<file path="config.mk">
export PLATFORM = sky130hd
export DESIGN_NAME = fifo_wr_ctrl
export DESIGN_NICKNAME = d
export VERILOG_FILES = /design/src/rtl/fifo_pkg.sv /design/src/rtl/fifo_wr_ctrl.sv
export SDC_FILE = /design/constraint.sdc
export NUM_CORES = 1
export LEC_CHECK = 0
export BUFFER_PORTS_ARGS = -buffer_cell sky130_fd_sc_hd__buf_4
export CAP_MARGIN = 5
export CORE_UTILIZATION = 43
export CTS_CLUSTER_SIZE = 10
export DETAILED_ROUTE_END_ITERATION = 8
export GPL_TIMING_DRIVEN = 0
export PLACE_DENSITY = 0.72
export SLEW_MARGIN = 25
export SYNTH_ARGS = -nofsm -noshare
export SYNTH_HDL_FRONTEND = slang
export SYNTH_SLANG_ARGS = --single-unit
export TNS_END_PERCENT = 5
</file>
<file path="constraint.sdc">
create_clock -name wclk -period 2.2 [get_ports wclk]
set_input_delay 0.11 -clock wclk [delete_from_list [all_inputs] [get_ports wclk]]
set_output_delay 0.11 -clock wclk [all_outputs]
set_load 0.05 [all_outputs]
</file>
<file path="src/rtl/fifo_pkg.sv">
// rtl/fifo_pkg.sv - shared pointer helpers and sizing for the async FIFO controllers
package fifo_pkg;

  localparam int ADDR_WIDTH_DFLT = 4;
  localparam int DEPTH           = 1 << ADDR_WIDTH_DFLT;

  // Helpers work on a wide container; zero-extending a narrower pointer keeps the low bits exact.
  localparam int PTR_MAX_W = 32;
  typedef logic [PTR_MAX_W-1:0] ptr_max_t;

  function automatic ptr_max_t bin2gray(input ptr_max_t b);
    return (b >> 1) ^ b;
  endfunction

  function automatic ptr_max_t gray2bin(input ptr_max_t g);
    ptr_max_t b;
    b[PTR_MAX_W-1] = g[PTR_MAX_W-1];
    for (int i = PTR_MAX_W - 2; i >= 0; i--) begin
      b[i] = b[i+1] ^ g[i];
    end
    return b;
  endfunction

endpackage

</file>
<file path="src/rtl/fifo_wr_ctrl.sv">
// rtl/fifo_wr_ctrl.sv - async FIFO write-side controller: pointers, handshake, full/level/overflow
module fifo_wr_ctrl
  import fifo_pkg::*;
#(
  parameter int ADDR_WIDTH   = ADDR_WIDTH_DFLT,
  parameter int AFULL_THRESH = DEPTH - 4
) (
  input  logic                  wclk,
  input  logic                  wrst_n,
  input  logic                  wr_valid,
  output logic                  wr_ready,
  output logic                  mem_we,
  output logic [ADDR_WIDTH-1:0] mem_waddr,
  output logic [ADDR_WIDTH:0]   wptr_gray,
  input  logic [ADDR_WIDTH:0]   rptr_gray_sync,
  output logic                  full,
  output logic                  almost_full,
  output logic [ADDR_WIDTH:0]   wr_level,
  output logic                  overflow,
  input  logic                  overflow_clr
);

  localparam int PW = ADDR_WIDTH + 1;

  logic [PW-1:0] wbin;
  logic [PW-1:0] wbin_next;
  logic [PW-1:0] wgray_next;
  logic [PW-1:0] rbin;
  logic [PW-1:0] level_next;
  logic [PW-1:0] full_gray;
  logic          accept;

  assign wr_ready  = ~full & wrst_n;
  assign accept    = wr_valid & wr_ready;
  assign mem_we    = accept;
  assign mem_waddr = wbin[ADDR_WIDTH-1:0];

  // Flags are computed from the post-write pointer so full is never a cycle late.
  always_comb begin
    wbin_next  = wbin + PW'(accept);
    wgray_next = PW'(bin2gray(ptr_max_t'(wbin_next)));
    rbin       = PW'(gray2bin(ptr_max_t'(rptr_gray_sync)));
    level_next = wbin_next - rbin;
    full_gray  = {~rptr_gray_sync[ADDR_WIDTH -: 2], rptr_gray_sync[ADDR_WIDTH-2:0]};
  end

  always_ff @(posedge wclk) begin
    if (!wrst_n) begin
      wbin        <= '0;
      wptr_gray   <= '0;
      full        <= 1'b0;
      almost_full <= 1'b0;
      wr_level    <= '0;
      overflow    <= 1'b0;
    end else begin
      wbin        <= wbin_next;
      wptr_gray   <= wgray_next;
      full        <= (wgray_next == full_gray);
      almost_full <= (level_next >= PW'(AFULL_THRESH));
      wr_level    <= level_next;
      if (wr_valid && full) begin
        overflow <= 1'b1;
      end else if (overflow_clr) begin
        overflow <= 1'b0;
      end
    end
  end

endmodule

</file>
Word level (Yosys, flattened, before mapping)
Cells that the tools add are included.
{"block": "totals", "input_bits": 9, "elab_cells": 23, "out_inout_bits": 19, "regBits": 18}
{"block": "op_classes", "bitwise_logic": 9, "order_cmp": 1, "n_mux": 2, "eq_ne": 1, "reduce_logical": 2, "n_addsub": 2}
{"operator": "5-bit by 1-bit adder with 5-bit output", "n": 1}
{"operator": "5-bit == test", "n": 1}
{"operator": "5-bit by 4-bit >= comparator with 1-bit output (second input constant)", "n": 1}
{"operator": "5-bit subtractor", "n": 1}
{"operator": "4-bit by 5-bit bitwise XOR with 5-bit output", "n": 1}
{"operator": "1-bit bitwise XOR", "n": 4}
{"operator": "1-bit bitwise AND", "n": 2}
{"operator": "1-bit 2-to-1 mux", "n": 2}
{"operator": "2-bit NOT", "n": 1}
{"operator": "2-bit nonzero test", "n": 1}
{"operator": "1-bit logical AND", "n": 1}
{"operator": "1-bit NOT", "n": 1}

Longest topological paths before layout
{"block": "logic_depth", "depth_word": 6, "depth_mapped": 11}

Least setup slack after synthesis
Ideal clock, no wire load.
{"block": "synth_timing", "path_type": "flip-flop to flip-flop", "start": "register full", "end": "register almost_full", "arrival_ps": 3454, "synth_period_minus_slack_ps": 3571, "stages_incl_launch_ff": 11, "t_required_ps": 2083, "path_buffers": 0, "path_slack_ps": -1371, "path_cell_list": "dfxtp_1 nor2b_1 and2_1 ha_1 ha_1 xor2_2 ha_1 a21o_1 a21oi_1 xnor2_1 a22o_1"}
{"block": "synth_via", "elab_chain_len": 6}
{"item": "from (decl)", "line": "fifo_wr_ctrl.sv:16", "source": "output logic full,"}
{"item": "from (signal assigned)", "line": "fifo_wr_ctrl.sv:58", "source": "full <= (wgray_next == full_gray);"}
{"item": "1-bit NOT", "line": "fifo_wr_ctrl.sv:33", "source": "assign wr_ready = ~full & wrst_n;"}
{"item": "1-bit bitwise AND", "line": "fifo_wr_ctrl.sv:33"}
{"item": "net wr_ready", "line": "fifo_wr_ctrl.sv:11", "source": "output logic wr_ready,"}
{"item": "1-bit bitwise AND", "line": "fifo_wr_ctrl.sv:34", "source": "assign accept = wr_valid & wr_ready;"}
{"item": "net mem_we", "line": "fifo_wr_ctrl.sv:12", "source": "output logic mem_we,"}
{"item": "5-bit by 1-bit adder with 5-bit output", "line": "fifo_wr_ctrl.sv:40", "source": "wbin_next = wbin + PW'(accept);"}
{"item": "net wbin_next[2]", "line": "fifo_wr_ctrl.sv:26", "source": "logic [PW-1:0] wbin_next;"}
{"item": "5-bit subtractor", "line": "fifo_wr_ctrl.sv:43", "source": "level_next = wbin_next - rbin;"}
{"item": "5-bit by 4-bit >= comparator with 1-bit output", "line": "fifo_wr_ctrl.sv:59", "source": "almost_full <= (level_next >= PW'(AFULL_THRESH));"}
{"item": "to (signal assigned)", "line": "fifo_wr_ctrl.sv:59"}
{"item": "to (decl)", "line": "fifo_wr_ctrl.sv:17", "source": "output logic almost_full,"}
The timed path passes the listed nets, and every way through them passes these cells.
A chain may end at the register's enable or synchronous reset.

Final worst setup path
{"block": "layout_timing", "start": "register full", "end": "register almost_full"}
{"block": "layout_via", "elab_chain_len": 6}
{"item": "1-bit NOT", "line": "fifo_wr_ctrl.sv:33"}
{"item": "1-bit bitwise AND", "line": "fifo_wr_ctrl.sv:33"}
{"item": "1-bit bitwise AND", "line": "fifo_wr_ctrl.sv:34"}
{"item": "5-bit by 1-bit adder with 5-bit output", "line": "fifo_wr_ctrl.sv:40"}
{"item": "net wbin_next[3]", "line": "fifo_wr_ctrl.sv:26"}
{"item": "5-bit subtractor", "line": "fifo_wr_ctrl.sv:43"}
{"item": "5-bit by 4-bit >= comparator with 1-bit output", "line": "fifo_wr_ctrl.sv:59"}
The timed path passes the listed nets, and every way through them passes these cells.

==> impl_metrics.toml <==
[power]
ir_drop_v = 0.000491
power_uw = 848
comb_power_share_pct = 40.6
cellPowerDensity_nw_per_um2 = 676
seq_power_share_pct = 40.8
total_leakage_power_uw = 0.000577
internal_power_uw = 545
p_sw_share_pct = 35.8
clkPwrFrac_pct = 18.6
switching_power_uw = 303

[synth]
yosys.area.top_type_share_pct = 40.1
synth_area_leaders = "dfxtp_1 (40%), xnor2_1 (12%), ha_1 (10%)"
synth_mux_area_share_pct = 0
async_reset_ff_share_pct = 0
synth_compound_area_share_pct = 6.34
synthesis.area_um2 = 848
synth_cells = 81
synth_top_family_by_area = "XOR/XNOR gates"
ys.flop_type = "dfxtp_1"
ys_ff_latch = 17
ys.warnings.count = 0
yosysSeqAreaShare_pct = 40.1
synth_commonest_cells = "dfxtp_1 (17), xnor2_1 (12), and2_1 (11), ha_1 (7), inv_1 (6)"
synth.most_common_cell = "dfxtp_1"
synthXorXnorAreaFrac_pct = 21.4
synth-simple-area-share_pct = 16.4
synthAdderAreaFrac_pct = 12.7
syn_area_per_cell_um2 = 10.5
syn_nets = 98
synth.largest_area_cell = "dfxtp_1"
synth_cell_types = 21
synth_edf_count = 0

[route]
first_pass_iters = 2
drt_wl_total_um = 1510
wl_per_cell_um = 10.6
num_vias = 635
ant_nets = 0
drc_errors = 0
via_per_inst = 4.44
drt-initial-drc-count = 2

[setup_path]
cp_max_fo = 3
cpPeakStageDelay_ps = 360
critPathSlowestCell = "dfxtp_4"
worst_setup_path_end_kind = "register"
reg2reg_from = "full$_SDFF_PN0_"
cp_data_required_time_ps = 2380
start_kind = "register"
critical_path.startpoint = "full$_SDFF_PN0_"
worstSetupPathType = "reg2reg"
cp.arrival_ps = 2290
worst-path-buf-inv = 1
cp_top_family = "adder cells"
crit_chain = "nor2b_4 -> and2_4 -> ha_4 -> nand3_1 -> xor2_2 -> inv_2 -> ha_1 -> a21oi_2 -> xnor2_1 -> a22o_1"

[floorplanning]
dieHeight_um = 46.4
rows = 15
io_pins = 28
start_util_pct = 47.6
dieArea_um2 = 2150
core-area_um2 = 1780
die_x_um = 46.4

[placement]
dp_hpwl_um = 1180
portBuffers = 27
placed_cell_area_um2 = 1160
place_congestion = 0.733

[final_layout]
antennaDiodeCount = 0
nets = 136
syn2layout_area_growth_pct = 47.9
design_area_um2 = 1250
fin_util_pct = 70.4
drive_gt1_share_pct = 45.8

[cts]
cts_tree = "built"
clock-root-buffer = "clkbuf_4"
cts_max_path_buffers = 2
clock_sink_count = 17
cts_hold_repair.buffers = 0
clk_pin_slew_worst_paths_ps = 90
h-tree-depth = 1
clk_latency_ps = 280
cts_buffers = 3

[global_routing]
grt_pass1_vias = 549
grt_pass1_wl_um = 2360
groute.usage.overall_pct = 16.2
antenna_found_initial = 0
grt_overflow = 0
grt_max_degree = 11

[hold_path]
worstHoldStart = "overflow_clr"
hold_path.class = "in2reg"

[timing]
fmax_ghz = 0.475
hold_viol_final = 0
final-setup-viol-count = 0
slew_headroom_pct = 80.7
worstMarginPinSlew_ps = 290
post-route-period-util_pct = 95.7
min_period_ps = 2110
fin_skew_ps = 2.28
report.final.slew_viol_count = 0

[outcome]
outcome = "finished, final reports clean"

[flow_run]
drv_cap = 0
==> routing by layer <==
layer | track usage, % | up-vias | wire, µm
met4 | 10.6 | 0 | 30
li1 | - | 327 | -
met2 | 24.4 | 19 | 741
met1 | 20.4 | 285 | 670
met3 | 3.53 | 4 | 67
met5 | 0 | - | 0
==> worst min-delay path: stages <==
cell and delay, ps:
buf_4 70, nand2b_1 80, a21boi_0 70
==> repair_timing <==
action                                  4_1_cts  5_1_grt
setup buffers                                 0        6
resized for setup                             2        3
pin swaps                                     0        4
endpoints found under the setup margin        2        2
==> per-stage QoR <==
stage	hold slack (ps)	std cells	worst slack [ps]	setup TNS, ps
after floorplan	235	81	-285	-991
after global placement	387	133	-341	-825
after detailed placement	393	133	-395	-1060
after CTS	89.2	137	18.6	0
after global routing	109	143	-15.5	-23.5
final	96.6	143	94.0	0
==> layout by cell type, fill, tap and decap left out, drive strengths merged <==
master   n
buf     33
dfxtp   17
xnor2   12
and2    12
xor2     7
ha       7
inv      6
clkbuf   5
nand3    4
nor2b    3
a21o     2
a21oi    2
and2b    1
or3      1
a211oi   1
a22o     1
nand2b   1
nand2    1
a21boi   1
fa       1
==> kinds of logic after synthesis <==
logic type	after synthesis
simple gates	23
xor+xnor	19
flops	17
fa+ha+maj	8
compound gates	7
buf+inv	7
==> final timing paths <==
path	cells past startpoint	endpoint	slack (ps)
worst min register to register	2	overflow$_SDFFE_PN0P_	480
worst max-delay path	10	almost_full$_SDFF_PN0_	90
worst max register to register	10	almost_full$_SDFF_PN0_	90
worst min-delay path	3	overflow$_SDFFE_PN0P_	100
==> sequential cells by signal (all words and copies together) (netlist names) <==
name         flops
wr_level         5
overflow         1
full             1
wptr_gray        5
wbin             4
almost_full      1
==> power by group through the flow <==
stage,clock (µW),combinational (µW),sequential [µW]
2_1_floorplan,0,137,461
3_3_place_gp,0,329,353
3_5_place_dp,0,334,353
4_1_cts,165,339,346
5_1_grt,181,372,349
6_report,158,344,346
==> final cells by class <==
type                            instances  area, µm²
Multi-Input combinational cell         57        579
Sequential cell                        17        344
Clock buffer                            4       26.3
Tap cell                               25       31.3
Timing Repair Buffer                   33        248
Buffer                                  1       3.75
Fill cell                             143        528
Inverter                                6       22.5
No activity file was read; power rests on OpenSTA's default activity.
